===== src/rtl/ysyx_25040129_trap_seq_if.sv =====
// Bus bundle between the execute stage, the trap sequencer and the CSR file.
// The slave modport is the sequencer's view. The master modport is the surrounding pipeline and CSR file.
interface ysyx_25040129_trap_seq_if #(
  parameter int CSR_DIG = 12
);
  logic                req_valid;
  logic                req_ready;
  logic                req_is_mret;
  logic [31:0]         req_pc;
  logic                exu_csr_write;
  logic [CSR_DIG-1:0]  exu_csr_waddr;
  logic [31:0]         exu_csr_wdata;
  logic [CSR_DIG-1:0]  exu_csr_raddr;
  logic [31:0]         exu_csr_rdata;
  logic                csr_write;
  logic [CSR_DIG-1:0]  csr_write_addr;
  logic [CSR_DIG-1:0]  csr_read_addr;
  logic [31:0]         csr_data;
  logic [31:0]         csr_out;
  logic                redirect_valid;
  logic [31:0]         redirect_pc;
  logic                busy;

  modport master (
    output req_valid, req_is_mret, req_pc,
    output exu_csr_write, exu_csr_waddr, exu_csr_wdata, exu_csr_raddr,
    input  req_ready, exu_csr_rdata,
    input  csr_write, csr_write_addr, csr_read_addr, csr_data,
    output csr_out,
    input  redirect_valid, redirect_pc, busy
  );

  modport slave (
    input  req_valid, req_is_mret, req_pc,
    input  exu_csr_write, exu_csr_waddr, exu_csr_wdata, exu_csr_raddr,
    output req_ready, exu_csr_rdata,
    output csr_write, csr_write_addr, csr_read_addr, csr_data,
    input  csr_out,
    output redirect_valid, redirect_pc, busy
  );
endinterface


===== src/rtl/ysyx_25040129_trap_seq.sv =====
// Trap-entry / mret sequencer. It drives the single-port CSR file one register per cycle and then redirects fetch.
// While idle, it passes execute-stage CSR traffic straight through.
module ysyx_25040129_trap_seq #(
  parameter int                 CSR_DIG   = 12,
  parameter logic [CSR_DIG-1:0] A_MSTATUS = 12'h300,
  parameter logic [CSR_DIG-1:0] A_MTVEC   = 12'h305,
  parameter logic [CSR_DIG-1:0] A_MEPC    = 12'h341
) (
  input logic                    clk,
  input logic                    rst,
  ysyx_25040129_trap_seq_if.slave bus
);

  typedef enum logic [2:0] {
    S_IDLE,
    S_E_EPC,
    S_E_STAT,
    S_E_VEC,
    S_R_STAT,
    S_R_EPC
  } state_t;

  state_t      state_q, state_d, state_eff;
  logic [31:0] pc_q, pc_d;
  logic [31:0] stat_trap, stat_ret;

  // While reset is asserted, the outputs already behave as IDLE, so no sequencer write or redirect leaks out.
  assign state_eff = rst ? state_q : S_IDLE;

  assign bus.exu_csr_rdata = bus.csr_out;

  always_comb begin
    stat_trap        = bus.csr_out;
    stat_trap[7]     = bus.csr_out[3];
    stat_trap[3]     = 1'b0;
    stat_trap[12:11] = 2'b11;
    stat_ret         = bus.csr_out;
    stat_ret[3]      = bus.csr_out[7];
    stat_ret[7]      = 1'b1;
    stat_ret[12:11]  = 2'b11;
  end

  always_ff @(posedge clk) begin
    if (!rst) begin
      state_q <= S_IDLE;
      pc_q    <= 32'h0;
    end else begin
      state_q <= state_d;
      pc_q    <= pc_d;
    end
  end

  always_comb begin
    state_d            = state_q;
    pc_d               = pc_q;
    bus.req_ready      = 1'b0;
    bus.busy           = 1'b1;
    bus.csr_write      = 1'b0;
    bus.csr_write_addr = '0;
    bus.csr_read_addr  = '0;
    bus.csr_data       = 32'h0;
    bus.redirect_valid = 1'b0;
    bus.redirect_pc    = 32'h0;
    case (state_eff)
      S_IDLE: begin
        bus.req_ready      = 1'b1;
        bus.busy           = 1'b0;
        bus.csr_write      = bus.exu_csr_write;
        bus.csr_write_addr = bus.exu_csr_waddr;
        bus.csr_data       = bus.exu_csr_wdata;
        bus.csr_read_addr  = bus.exu_csr_raddr;
        if (bus.req_valid) begin
          pc_d    = {bus.req_pc[31:2], 2'b00};
          state_d = bus.req_is_mret ? S_R_STAT : S_E_EPC;
        end
      end
      S_E_EPC: begin
        bus.csr_write      = 1'b1;
        bus.csr_write_addr = A_MEPC;
        bus.csr_read_addr  = A_MEPC;
        bus.csr_data       = pc_q;
        state_d            = S_E_STAT;
      end
      S_E_STAT: begin
        bus.csr_write      = 1'b1;
        bus.csr_write_addr = A_MSTATUS;
        bus.csr_read_addr  = A_MSTATUS;
        bus.csr_data       = stat_trap;
        state_d            = S_E_VEC;
      end
      S_E_VEC: begin
        bus.csr_read_addr  = A_MTVEC;
        bus.redirect_valid = 1'b1;
        bus.redirect_pc    = {bus.csr_out[31:2], 2'b00};
        state_d            = S_IDLE;
      end
      S_R_STAT: begin
        bus.csr_write      = 1'b1;
        bus.csr_write_addr = A_MSTATUS;
        bus.csr_read_addr  = A_MSTATUS;
        bus.csr_data       = stat_ret;
        state_d            = S_R_EPC;
      end
      S_R_EPC: begin
        bus.csr_read_addr  = A_MEPC;
        bus.redirect_valid = 1'b1;
        bus.redirect_pc    = {bus.csr_out[31:2], 2'b00};
        state_d            = S_IDLE;
      end
      default: state_d = S_IDLE;
    endcase
  end

endmodule

===== src/flat_wrapper.sv =====
// flat-port wrapper written by rule: the top's interface ports become plain ports
module ysyx_25040129_trap_seq_flat 
#(
  parameter int                 CSR_DIG   = 12,
  parameter logic [CSR_DIG-1:0] A_MSTATUS = 12'h300,
  parameter logic [CSR_DIG-1:0] A_MTVEC   = 12'h305,
  parameter logic [CSR_DIG-1:0] A_MEPC    = 12'h341
)
  (clk, rst, bus_req_valid, bus_req_is_mret, bus_req_pc, bus_exu_csr_write, bus_exu_csr_waddr, bus_exu_csr_wdata, bus_exu_csr_raddr, bus_req_ready, bus_exu_csr_rdata, bus_csr_write, bus_csr_write_addr, bus_csr_read_addr, bus_csr_data, bus_csr_out, bus_redirect_valid, bus_redirect_pc, bus_busy);
  ysyx_25040129_trap_seq_if #(.CSR_DIG(CSR_DIG)) bus_i ();
  input logic clk;
  input logic rst;
  input wire logic [$bits(bus_i.req_valid)-1:0] bus_req_valid;
  input wire logic [$bits(bus_i.req_is_mret)-1:0] bus_req_is_mret;
  input wire logic [$bits(bus_i.req_pc)-1:0] bus_req_pc;
  input wire logic [$bits(bus_i.exu_csr_write)-1:0] bus_exu_csr_write;
  input wire logic [$bits(bus_i.exu_csr_waddr)-1:0] bus_exu_csr_waddr;
  input wire logic [$bits(bus_i.exu_csr_wdata)-1:0] bus_exu_csr_wdata;
  input wire logic [$bits(bus_i.exu_csr_raddr)-1:0] bus_exu_csr_raddr;
  output wire logic [$bits(bus_i.req_ready)-1:0] bus_req_ready;
  output wire logic [$bits(bus_i.exu_csr_rdata)-1:0] bus_exu_csr_rdata;
  output wire logic [$bits(bus_i.csr_write)-1:0] bus_csr_write;
  output wire logic [$bits(bus_i.csr_write_addr)-1:0] bus_csr_write_addr;
  output wire logic [$bits(bus_i.csr_read_addr)-1:0] bus_csr_read_addr;
  output wire logic [$bits(bus_i.csr_data)-1:0] bus_csr_data;
  input wire logic [$bits(bus_i.csr_out)-1:0] bus_csr_out;
  output wire logic [$bits(bus_i.redirect_valid)-1:0] bus_redirect_valid;
  output wire logic [$bits(bus_i.redirect_pc)-1:0] bus_redirect_pc;
  output wire logic [$bits(bus_i.busy)-1:0] bus_busy;
  assign bus_i.req_valid = bus_req_valid;
  assign bus_i.req_is_mret = bus_req_is_mret;
  assign bus_i.req_pc = bus_req_pc;
  assign bus_i.exu_csr_write = bus_exu_csr_write;
  assign bus_i.exu_csr_waddr = bus_exu_csr_waddr;
  assign bus_i.exu_csr_wdata = bus_exu_csr_wdata;
  assign bus_i.exu_csr_raddr = bus_exu_csr_raddr;
  assign bus_req_ready = bus_i.req_ready;
  assign bus_exu_csr_rdata = bus_i.exu_csr_rdata;
  assign bus_csr_write = bus_i.csr_write;
  assign bus_csr_write_addr = bus_i.csr_write_addr;
  assign bus_csr_read_addr = bus_i.csr_read_addr;
  assign bus_csr_data = bus_i.csr_data;
  assign bus_i.csr_out = bus_csr_out;
  assign bus_redirect_valid = bus_i.redirect_valid;
  assign bus_redirect_pc = bus_i.redirect_pc;
  assign bus_busy = bus_i.busy;
  ysyx_25040129_trap_seq #(.CSR_DIG(CSR_DIG), .A_MSTATUS(A_MSTATUS), .A_MTVEC(A_MTVEC), .A_MEPC(A_MEPC)) u_core (.clk(clk), .rst(rst), .bus(bus_i));
endmodule

===== config.mk =====
export PLATFORM = sky130hd
export DESIGN_NAME = ysyx_25040129_trap_seq_flat
export DESIGN_NICKNAME = d
export VERILOG_FILES = /design/src/rtl/ysyx_25040129_trap_seq_if.sv /design/src/rtl/ysyx_25040129_trap_seq.sv /design/src/flat_wrapper.sv
export SDC_FILE = /design/constraint.sdc
export NUM_CORES = 1
export LEC_CHECK = 0
export BUFFER_PORTS_ARGS = -buffer_cell sky130_fd_sc_hd__buf_2
export CORE_MARGIN = 2
export CORE_UTILIZATION = 30
export CTS_BUF_LIST = sky130_fd_sc_hd__clkbuf_16
export CTS_CLUSTER_SIZE = 30
export DETAILED_ROUTE_END_ITERATION = 12
export HOLD_SLACK_MARGIN = 0.02
export PLACE_DENSITY_LB_ADDON = 0.25
export SYNTH_ARGS = -nofsm -noshare
export SYNTH_HDL_FRONTEND = slang
export SYNTH_SLANG_ARGS = --single-unit

===== constraint.sdc =====
create_clock -name clk -period 2 [get_ports clk]
set_clock_uncertainty 0.05 [all_clocks]
set_input_delay 0.5 -clock clk [delete_from_list [all_inputs] [get_ports clk]]
set_output_delay 0.5 -clock clk [all_outputs]
set_load 0.03 [all_outputs]

Word-level counts from Yosys, hierarchy flattened
Cells that the tools add are included.

Eq/ne operators: 6. Reduce and logical (&&, ||, !) cells: 6. Mux-type cells: 12.

Operator list (number): $pmux 32 s4 (1); $pmux 12 s4 (1); $pmux 12 s3 (1); $mux 32 (1); $pmux 3 s4 (1); $mux 3 (3); $eq 3x2->1 const B (2); $eq 3x3->1 const B (2); $reduce_or 2->1 (3); $eq 3x1->1 const B (1); $logic_not 3->1 (1); $mux 1 (3); $reduce_or 3->1 (1); $ne 2x2->1 const B (1); $pmux 1 s2 (1); $reduce_and 2->1 (1).

Word-level logic and storage cells: 26. Register bits after elaboration: 33. Output and inout bits: 124.

Longest topological paths before layout
Gate-level depths: netlist of the first run.

Depth after elaboration: 4. Gate-level depth with buffers: 6. Mapped depth without buffers: 4.

Worst setup path before layout of the first run
Ideal clock, no wire load.

Path kind: input to output. Start: in rst. End: out bus_csr_read_addr[10]. Cell stages on the path: 5. Required time: 1.450 ns. Buffers on the path: 2. Path slack: -0.380 ns. Data arrival time: 1.830 ns. Cell sequence: buf_2 > o31a_1 > inv_2 > clkbuf_1 > and2_1.

Longest elaborated chain between the ends: 4.

Ends and longest elaborated chain: start: declaration (RTL line flat_wrapper.sv:12) `input logic rst;`; $mux 3 (*) (RTL line ysyx_25040129_trap_seq.sv:28) `assign state_eff = rst ? state_q : S_IDLE;`; $eq 3x3->1 (tied with other cells) (RTL line ysyx_25040129_trap_seq.sv:64) `case (state_eff)`; $reduce_or 2->1 (no line); $pmux 12 s4 (*) (RTL line ysyx_25040129_trap_seq.sv:64); end: declaration (RTL line flat_wrapper.sv:24) `output wire logic [$bits(bus_i.csr_read_addr)-1:0] bus_csr_read_addr;`.

Every way passes the cells marked *; elsewhere a longest branch is shown, timed or not.

Final worst setup path of the first run
Start: reg u_core.state_q[1]. End: out bus_csr_data[11].

Longest elaborated chain between the ends: 3.

Ends and longest elaborated chain: start: declaration (RTL line ysyx_25040129_trap_seq.sv:23) `state_t state_q, state_d, state_eff;`; start signal: assignment (RTL line ysyx_25040129_trap_seq.sv:48) `state_q <= state_d;`; $mux 3 (*) (RTL line ysyx_25040129_trap_seq.sv:28); $eq 3x3->1 (tied with other cells) (RTL line ysyx_25040129_trap_seq.sv:64); $pmux 32 s4 (*) (RTL line ysyx_25040129_trap_seq.sv:64); end: declaration (RTL line flat_wrapper.sv:25) `output wire logic [$bits(bus_i.csr_data)-1:0] bus_csr_data;`.

Marked as above.

==> metrics.md, run 1 <==
| Metric | Value |
|---|---|
| First-pass GRT wire length | `16600 um` |
| Reg2reg end | `u_core.pc_q[24]$_SDFFE_PN0P_` |
| Max_cap viols | `0` |
| Syn-to-layout area delta | `105%` |
| Fin util | `0.632` |
| Most frequent cell on the critical path | `buf_4` |
| Largest net degree at the start of global routing | `44` |
| Comb power frac | `0.553` |
| Routed WL | `12500 um` |
| Hpwl dp | `8590 um` |
| Global Route Usage Sum | `0.234` |
| CP bufs+invs | `3` |
| Drt pass-1 iters | `5` |
| Detail-routed via count per cell | `5.04` |
| Final antenna-violating net count | `0` |
| Yosys reg bits | `33` |
| Hold Path Sink | `u_core.pc_q[17]$_SDFFE_PN0P_` |
| Starting Density | `0.309` |
| Crit path DAT | `1750 ps` |
| Failing checks | `negative setup slack` |
| Worst-Skew Late Latency | `270 ps` |
| Post-route DRC | `0` |
| Final min period | `2300 ps` |
| Final WS setup | `-297 ps` |
| Post-route cell area | `5190 sq um` |
| Antenna violations before repair | `3` |
| Post-Syn Area | `2540 sq um` |
| Pwr dens | `639 nW/um^2` |
| Core area | `8220 sq um` |
| Clock power frac | `0.215` |
| Max Slew Vio Count | `0` |
| Top Family by Delay on Critical Path | `compound AO/OA/AOI/OAI gates` |
| Max Root-Sink Buffers | `2` |
| Clock sinks | `33` |
| WHS Path Cells | `3` |
| CP startpoint kind | `flop` |
| Mean Syn Cell Area | `6.96 sq um` |
| Reg2Reg Launch Point | `u_core.state_q[0]$_SDFFE_PN0P_` |
| I/O pins | `249` |
| F_max | `0.435 GHz` |
| NetSw | `1.32 mW` |
| DP Area | `4050 sq um` |
| DIE HEIGHT | `96.0 um` |
| Layout cells sized above 1 | `0.704` |
| WP data required | `1450 ps` |
| Ys Warns | `0` |
| Vias in the first global route | `3118` |
| Clock slew at reported path FFs | `50 ps` |
| Final setup fails | `86` |
| 1st-iter DRT viols | `144` |
| H-tree depth | `2` |
| R2R cell count | `7` |
| Hold Path Origin | `bus_req_pc[17]` |
| P_int | `2.00 mW` |
| FP Rows | `33` |
| Die area | `9210 sq um` |
| Register area share after synthesis | `0.260` |
| Leakage power total | `2.49 nW` |
| Drt wl/cell | `17.7 um` |
| CTS tree | `done` |
| Critical path class | `flop to primary output` |
| Synth cell types | `33` |
| Antenna diodes | `0` |
| Gpl congestion | `0.840` |
| Final period util | `1.15` |
| Final-report hold violation count | `0` |
| Overflow after GRT | `0` |
| IO Port Bufs | `244` |
| Peak fanout along the critical path | `5` |
| Crit-path max cell delay | `380 ps` |
| Slowest stage cell, crit path | `dfxtp_4` |
| CP Cell Sequence | `o31a_1 -> clkinv_4 -> buf_4 -> a221o_2 -> buf_4` |
| Flop pwr share | `0.233` |
| CP Capture Type | `primary output` |
| Switch share | `0.397` |
| Worst vdd ir | `368 uV` |
| DIE WIDTH | `96.0 um` |
| RSZ-0062 raised after global routing | `yes` |
| Vias | `3557` |
| Reg-to-reg slack, setup | `320 ps` |
| Total CTS buffers | `5` |
| Worst hold path class | `input port to flop` |
| Outcome | `complete, but fails checks` |
| Post-Syn Instances | `365` |
| CTS root buf | `clkbuf_16` |
| Nets | `725` |
==> sequential cells by signal (all words and copies together) (netlist names) <==
name / count
u_core.state_q: 3
u_core.pc_q: 30
==> worst max-delay path by stage <==
stage,cells past startpoint,end,slack (ps),start
after floorplan,5,bus_csr_write_addr[8],-190,rst
after global routing,6,bus_csr_data[27],-350,u_core.state_q[1]$_SDFFE_PN0P_
after detailed placement,7,bus_csr_data[18],-250,rst
after CTS,8,bus_csr_data[19],-270,u_core.state_q[1]$_SDFFE_PN0P_
after global placement,7,bus_csr_data[18],-240,rst
final,5,bus_csr_data[11],-300,u_core.state_q[1]$_SDFFE_PN0P_
==> what timing repair did <==
item	in CTS	in global routing
pin swaps	11	44
endpoints found under the setup margin	87	89
gates cloned	4	4
resized for setup	190	70
setup buffers	10	5
hold buffers	0	0
==> cells in the mapped netlist <==
cell      number  area (sq um)
nor4b_1        1          8.76
nor2b_1        5          31.3
clkbuf_1      21          78.8
o22ai_1        2          12.5
o21ai_0       34           170
o21a_1         2          15.0
a22o_1         3          26.3
nor4b_2        1          15.0
nand3b_1       1          7.51
nor4bb_1       1          10.0
inv_2          1          3.75
and3_1         1          6.26
a221o_1        3          30.0
nand2b_1       1          6.26
a22oi_1       28           210
dfxtp_1       33           661
nand3_1       58           290
nand2_1       57           214
buf_2         13          65.1
xor2_2         1          16.3
a31oi_1        1          6.26
o31a_1         2          17.5
a32o_1         1          10.0
buf_4         34           255
and2_1        45           282
inv_1          4          15.0
a21oi_1        2          10.0
o211a_1        1          10.0
buf_1          1          3.75
conb_1         1          3.75
and2_0         1          6.26
a21o_1         2          15.0
a211o_1        3          26.3
==> tightest hold or removal path: stages <==
cell	delay (ps)
buf_2	80
nand3_1	50
o21ai_0	60
==> power by group through the flow <==
stage / clock network, mW / registers (mW) / logic, mW
floorplan: 0 / 0.769 / 0.996
global placement: 0 / 0.781 / 1.41
detailed placement: 0 / 0.783 / 1.42
CTS: 0.733 / 0.771 / 1.68
global route: 0.766 / 0.779 / 1.93
finish: 0.712 / 0.773 / 1.83
==> metal layers <==
metal  track usage  vias up  wire [um]
met4        0.0500        6        234
li1              -     1697          -
met5             0        -         34
met1         0.298     1685       5050
met2         0.399      141       6360
met3        0.0556       28        819
==> stage by stage <==
stage	setup slack [ps]	TNS (ps)	hold WS [ps]	total power, mW	cells
global route	-346	-22260	406	3.48	706
finish	-297	-17020	396	3.32	706
global placement	-243	-6990	397	2.19	676
floorplan	-192	-7580	386	1.76	366
detailed placement	-249	-7330	404	2.21	676
CTS	-265	-15780	393	3.18	698
==> cell usage in the layout (no fill, tap or decap), types with 3 or more instances in the layout <==
cell / netlist / final
nor2b_1: 5 / 3
dfxtp_1: 33 / 30
o21ai_0: 34 / 33
clkbuf_16: 0 / 8
nand2_2: 0 / 26
a22oi_1: 28 / 5
and2_4: 0 / 37
buf_8: 0 / 5
nand2_1: 57 / 31
dfxtp_4: 0 / 3
nand3_1: 58 / 57
buf_2: 13 / 154
inv_1: 4 / 3
buf_4: 34 / 35
buf_6: 0 / 90
a22oi_2: 0 / 23
and2_2: 0 / 9
buf_12: 0 / 5
==> final cells by class <==
class / instances / area [sq um]
fillers: 703 / 3020
repair buffers: 295 / 2360
multi-input cells: 259 / 1860
flip-flops and latches: 33 / 672
well taps: 105 / 131
clock buffers: 5 / 125
inverters: 5 / 23.8
clock inverters: 3 / 13.8
repair inverters: 1 / 8.76
==> cells by family (layout without fill, tap and decap cells) <==
| family | count (synthesis) | count (layout) | share of synthesized area |
|---|---|---|---|
| compound gates | 84 | 84 | 0.220 |
| xor+xnor | 1 | 1 | 0.00641 |
| buf+inv | 74 | 309 | 0.166 |
| flops | 33 | 33 | 0.260 |
| other cells | 1 | 2 | 0.00148 |
| simple gates | 172 | 172 | 0.345 |
(Power assumes the default switching activity.)
==> inputs of run 2 (changes only) <==
Settings changed: CELL_PAD_IN_SITES_DETAIL_PLACEMENT set to 1, CELL_PAD_IN_SITES_GLOBAL_PLACEMENT set to 1, CORE_ASPECT_RATIO set to 2, CORE_UTILIZATION 30 to 25.
Clock period 2 ns to 2.85 ns, I/O delays scaled along.
==> run 2 against run 1 <==
The run now ends clean. Largest power group unchanged. Largest cell class is now multi-input gates. Flip-flop and latch count did not move. Hold slack improved by 13 ps. Final cell count decreased by 0.42%. Non-clock buffer count fell by 32. Critical path type is now input port to primary output.
==> metrics.md, run 2 (synthesis results as in run 1) <==
| Metric | Value |
|---|---|
| Worst hold path class | `flop to flop` |
| CP bufs+invs | `2 (-1)` |
| Top Family by Delay on Critical Path | `simple AND/OR/NAND/NOR gates` |
| Largest net degree at the start of global routing | `34 (-23%)` |
| Final antenna-violating net count | `0 (unchanged)` |
| Hpwl dp | `9030 um (+5.1%)` |
| Setup_tns | `0 ps (+17020 ps)` |
| CTS tree | `done` |
| Core area | `10000 sq um (+22%)` |
| Overflow after GRT | `0 (unchanged)` |
| Drt pass-1 iters | `4 (-1)` |
| Max Slew Vio Count | `0 (unchanged)` |
| RSZ-0062 raised after global routing | `no` |
| Cts hold-fix bufs | `0 (unchanged)` |
| Worst vdd ir | `179 uV (-51%)` |
| Post-route DRC | `0 (unchanged)` |
| Most frequent cells in the layout | `244 x buf_2, 58 x nand3_1, 57 x nand2_1` |
| Leakage power total | `2.06 nW (-17%)` |
| 1st-iter DRT viols | `107 (-26%)` |
| IO Port Bufs | `244 (unchanged)` |
| Vias in the first global route | `3282 (+5.3%)` |
| Layout cells sized above 1 | `0.486 (-0.218)` |
| WP data required | `2090 ps (+640 ps)` |
| CP Capture Type | `primary output` |
| Final setup fails | `0 (-100%)` |
| Detail-routed via count per cell | `4.67 (-7.2%)` |
| DIE HEIGHT | `147 um (+53%)` |
| CP startpoint kind | `input port` |
| Total CTS buffers | `5 (unchanged)` |
| Final-report hold violation count | `0 (unchanged)` |
| Worst-Skew Late Latency | `280 ps (about the same)` |
| Clock sinks | `33 (unchanged)` |
| Syn-to-layout area delta | `53.2%` |
| Vias | `3286 (-7.6%)` |
| First-pass GRT wire length | `16400 um (-0.80%)` |
| FP Rows | `52 (+58%)` |
| H-tree depth | `2 (unchanged)` |
| Final period util | `0.948` |
| Max Root-Sink Buffers | `2 (unchanged)` |
| Global Route Usage Sum | `0.193 (-0.0406)` |
| Drt wl/cell | `15.7 um (-12%)` |
| Most frequent cell on the critical path | `buf_2` |
| Pwr dens | `524 nW/um^2 (-18%)` |
| Fin util | `0.388 (-0.244)` |
| Antenna diodes | `0 (unchanged)` |
| F_max | `0.370 GHz` |
| Nets | `692 (-4.6%)` |
| Crit path DAT | `1940 ps (+190 ps)` |
| Hold WS | `409 ps (+13.0 ps)` |
| Clock slew at reported path FFs | `50 ps (about the same)` |
| DIE WIDTH | `75.3 um (-22%)` |
| Max_cap viols | `0 (unchanged)` |
| Crit-path max cell delay | `420 ps (+40 ps)` |
| I/O pins | `249 (unchanged)` |
| Gpl congestion | `0.821 (-2.2%)` |
| CP Cell Sequence | `buf_2 -> nor2b_2 -> and2_0 -> a22o_1 -> buf_2` |
| Final min period | `2700 ps` |
| CTS root buf | `clkbuf_16` |
| Antenna violations before repair | `0 (-3)` |
| Outcome | `finished, final reports clean` |
| Peak fanout along the critical path | `7 (+2)` |
| Routed WL | `11000 um (-12%)` |
| Slowest stage cell, crit path | `and2_0` |
| Critical path class | `input port to primary output` |
| Commonest non-fill, non-tap cell in the layout | `buf_2` |
| Starting Density | `0.253 (-0.0556)` |
| Die area | `11000 sq um (+20%)` |
| Largest registers | `u_core.pc_q x30, u_core.state_q x3` |
| Largest register FFs | `30 (unchanged)` |
| Biggest register | `u_core.pc_q` |
[run 2: cell types whose count changed in the layout (fill, tap and decap cells not counted), sizes merged]
cell,change
bufinv,+1
clkinv,-2
buf,-28
clkbuf,-4
[run 2: worst paths after layout]
check	end	slack, ps	from	cells past startpoint
max	bus_csr_data[0]	150	rst	5
min	u_core.pc_q[16]$_SDFFE_PN0P_	410	u_core.pc_q[16]$_SDFFE_PN0P_	2
max reg2reg	u_core.pc_q[6]$_SDFFE_PN0P_	1220	u_core.state_q[2]$_SDFFE_PN0P_	5
min reg2reg	u_core.pc_q[16]$_SDFFE_PN0P_	410	u_core.pc_q[16]$_SDFFE_PN0P_	2
[run 2: power by group]
group	internal (mW)	switching (mW)	total, mW	leakage (nW)
combinational	0.303	0.595	0.898	1.70
clock	0.406	0.197	0.603	0.0826
sequential	0.506	0.0327	0.539	0.272
total	1.21	0.825	2.04	2.06
[run 2: through the flow]
stage | setup WS (ps) | cell area (sq um) | instances | power, mW
floorplan | 45.4 | 2540 | 366 | 1.15
global placement | 142 | 3720 | 694 | 1.43
detailed placement | 100 | 3720 | 694 | 1.45
CTS | 85.7 | 3880 | 702 | 2.07
global route | 59.8 | 3890 | 703 | 2.16
finish | 147 | 3890 | 703 | 2.04
[run 2: tightest hold or removal path: cells and delay by family (launching register included)]
family	cells	cell delay [ps]
and+or+nand+nor	1	50
DFF	1	310
AOI/OAI and AO/OA	1	60
[run 2: cell type report]
| type | count | area, sq um |
|---|---|---|
| inverters | 5 | 18.8 |
| fillers | 1360 | 6130 |
| well taps | 135 | 169 |
| multi-input cells | 259 | 1490 |
| clock buffers | 5 | 125 |
| flip-flops and latches | 33 | 663 |
| clock inverters | 3 | 37.5 |
| repair buffers | 263 | 1390 |
[run 2: per-layer routing]
layer	part of all wire	GRT usage
met3	0.072	0.0435
met2	0.55	0.364
met5	0	0
met4	0.020	0.0649
met1	0.35	0.198
[run 2: timing repair]
item / 4_1_cts / 5_1_grt
endpoints found under the setup margin: 0 / 1
buffers inserted: 0 / 1
resized for setup: 0 / 2
==> inputs of run 3 (changes only) <==
==> constraint.sdc (replaced) <==
create_clock -name clk -period 2.85 [get_ports clk]
set_clock_uncertainty 0.05 [all_clocks]
set_input_delay 0.57 -clock clk [delete_from_list [all_inputs] [get_ports clk]]
set_output_delay 0.57 -clock clk [all_outputs]
set_load 0.03 [all_outputs]
==> run 3 against run 2 <==
Final area shrank 1.3%. Maximum frequency is 2.4% higher. Count of clock-buffer cells in the layout unchanged. Clock power fell by 13%. Critical path depth unchanged. Final cell count is 0.14% lower. Register-to-register slack better by 40 ps. Non-clock buffer count decreased by 3. Combinational power shrank 1%. Total power decreased by 4.5%. Via count up 0.33%.
==> metrics.md, run 3 (synthesis results as in run 1) <==
| Metric | Value |
|---|---|
| Gpl congestion | `0.799 (-2.7%)` |
| Die area | `11000 sq um (unchanged)` |
| Nets | `689 (-0.43%)` |
| Starting Density | `0.253 (unchanged)` |
| Routing usage on met1 | `0.197 (-0.000507)` |
| I/O pins | `249 (unchanged)` |
| Max_cap viols | `0 (unchanged)` |
| Commonest non-fill, non-tap cell in the layout | `buf_2` |
| Crit path DAT | `2020 ps (+80 ps)` |
| Total CTS buffers | `5 (unchanged)` |
| CP bufs+invs | `2 (unchanged)` |
| Clock slew at reported path FFs | `60 ps (about the same)` |
| Least-Margin Pin Slew | `512 ps` |
| CP Cell Sequence | `o31a_1 -> inv_4 -> a22oi_1 -> nand2_1 -> buf_2` |
| Met3 Resource Use GR | `0.0359 (-0.00759)` |
| Area of the multi-input gates | `1490 sq um (unchanged)` |
| WP data required | `2230 ps (+140 ps)` |
| Final setup fails | `0 (unchanged)` |
| Detail-routed via count per cell | `4.70 (+0.48%)` |
| Clock sinks | `33 (unchanged)` |
| Syn-to-layout area delta | `51.2%` |
| F_max | `0.379 GHz (+2.4%)` |
| 1st-iter DRT viols | `79 (-26%)` |
| Pwr dens | `507 nW/um^2 (-3.3%)` |
| Biggest register | `u_core.pc_q` |
| FF+latch area | `661 sq um (-0.38%)` |
| Slowest stage cell, crit path | `dfxtp_1` |
| Leakage power total | `2.02 nW (-1.6%)` |
| WP depth | `5 (unchanged)` |
| Max Root-Sink Buffers | `2 (unchanged)` |
| Max Slew Vio Count | `0 (unchanged)` |
| Reg2Reg Launch Point | `u_core.state_q[0]$_SDFFE_PN0P_` |
| H-tree depth | `2 (unchanged)` |
| Crit-path max cell delay | `410 ps (about the same)` |
| Met2 Usage GRT | `0.357 (-0.00746)` |
| Final period util | `0.926 (-0.0225)` |
| Hold Path Origin | `u_core.pc_q[8]$_SDFFE_PN0P_` |
| Worst hold path class | `flop to flop` |
| Outcome | `finished, final reports clean` |
| Vias | `3297 (+0.33%)` |
| Final antenna-violating net count | `0 (unchanged)` |
| IO Port Bufs | `244 (unchanged)` |
| Hold Path Sink | `u_core.pc_q[8]$_SDFFE_PN0P_` |
| Largest registers | `u_core.pc_q x30, u_core.state_q x3` |
| WHS Path Cells | `2 (unchanged)` |
| Largest register FFs | `30 (unchanged)` |
| Slew HR | `0.659` |
| Setup_tns | `0 ps (unchanged)` |
| Reg2reg end | `u_core.pc_q[9]$_SDFFE_PN0P_` |
| R2R cell count | `5 (unchanged)` |
| First-pass GRT wire length | `16100 um (-1.7%)` |
| DIE HEIGHT | `147 um (unchanged)` |
| Post-route DRC | `0 (unchanged)` |
| Vias in the first global route | `3243 (-1.2%)` |
| Drt pass-1 iters | `4 (unchanged)` |
| Critical path class | `flop to primary output` |
| FP Rows | `52 (unchanged)` |
| Global Route Usage Sum | `0.190 (-0.00312)` |
| Hold WS | `404 ps (-5.31 ps)` |
| CP Capture Type | `primary output` |
| CP startpoint kind | `flop` |
| Layout cells sized above 1 | `0.483 (-0.00273)` |
| Drt wl/cell | `15.6 um (-0.11%)` |
| CTS tree | `done` |
| Worst vdd ir | `238 uV (+33%)` |
| RSZ-0062 raised after global routing | `no` |
| Hpwl dp | `8970 um (-0.66%)` |
| Core area | `10000 sq um (unchanged)` |
| Reg-to-reg slack, setup | `1260 ps (+40 ps)` |
| Overflow after GRT | `0 (unchanged)` |
| Worst-Skew Late Latency | `280 ps (about the same)` |
| Busiest grt layer | `met2` |
| Antenna violations before repair | `2 (+2)` |
| Top Family by Delay on Critical Path | `buffers and inverters` |
| Most frequent cells in the layout | `244 x buf_2, 58 x nand3_1, 57 x nand2_1` |
| Final min period | `2640 ps (-64.2 ps)` |
| CP startpoint | `u_core.state_q[0]$_SDFFE_PN0P_` |
| Routed WL | `11000 um (-0.25%)` |
| CTS root buf | `clkbuf_16` |
| Final-report hold violation count | `0 (unchanged)` |
| DIE WIDTH | `75.3 um (unchanged)` |
| Largest net degree at the start of global routing | `54 (+59%)` |
| Peak fanout along the critical path | `53 (+46)` |
| Fill cells | `1367 (+0.51%)` |
| Setup bufs post-CTS | `0 (unchanged)` |
==> run 3: cell types whose count changed in the layout (fill, tap and decap cells not counted), sizes merged <==
cell / delta
buf: -3
diode: +2
bufinv: -1
clkinv: +1
clkinvlp: +1
inv: -1
==> run 3: final cells by class <==
cell class	count	area share
Clock inverter	3	0.00456
Sequential cell	33	0.172
Timing Repair Buffer	260	0.353
Tap cell	135	0.0440
Clock buffer	5	0.0326
Inverter	5	0.00554
Multi-Input combinational cell	259	0.387
Antenna cell	2	0.00130
==> run 3: timing repair <==
action | 4_1_cts | 5_1_grt
hold endpoints to repair | 0 | 0
hold buffers | 0 | 0
setup endpoints to repair | 11 | 0
resized for setup | 1 | 0
==> run 3: stage by stage <==
step | area (sq um) | util | worst slack, ps | cells | total power, mW
2_1_floorplan | 2540 | - | 330 | 366 | 1.15
3_3_place_gp | 3690 | 0.368 | 165 | 692 | 1.42
3_5_place_dp | 3690 | 0.368 | 143 | 692 | 1.44
4_1_cts | 3830 | 0.383 | 173 | 700 | 1.98
5_1_grt | 3840 | 0.383 | 64.3 | 701 | 2.07
6_report | 3840 | 0.383 | 212 | 702 | 1.95
==> run 3: worst reg2reg max path, delay by kind of cell (launching register included) <==
| family | cells | cell delay (ps) |
|---|---|---|
| and+or+nand+nor | 2 | 420 |
| buffers and inverters | 2 | 550 |
| DFF | 1 | 410 |
| AOI/OAI and AO/OA | 1 | 90 |
==> run 3: how the worst max path moves through the flow <==
stage | to | slack (ps)
floorplan | bus_csr_read_addr[10] | 330
global placement | bus_csr_data[5] | 170
detailed placement | bus_csr_data[5] | 140
CTS | bus_csr_data[5] | 170
global route | bus_csr_data[5] | 60
finish | bus_csr_data[5] | 210
==> run 3: power by group <==
group	switching [mW]	total (mW)	internal (mW)	leakage, nW
Sequential	0.0293	0.535	0.505	0.271
Combinational	0.595	0.888	0.294	1.68
Clock	0.204	0.524	0.320	0.0696
Total	0.828	1.95	1.12	2.02
==> run 3: per-layer routing <==
| layer | vias to the layer above | part of all wire |
|---|---|---|
| met2 | 137 | 0.55 |
| met5 | - | 0 |
| met3 | 16 | 0.066 |
| li1 | 1621 | - |
| met4 | 0 | 0.024 |
| met1 | 1523 | 0.36 |
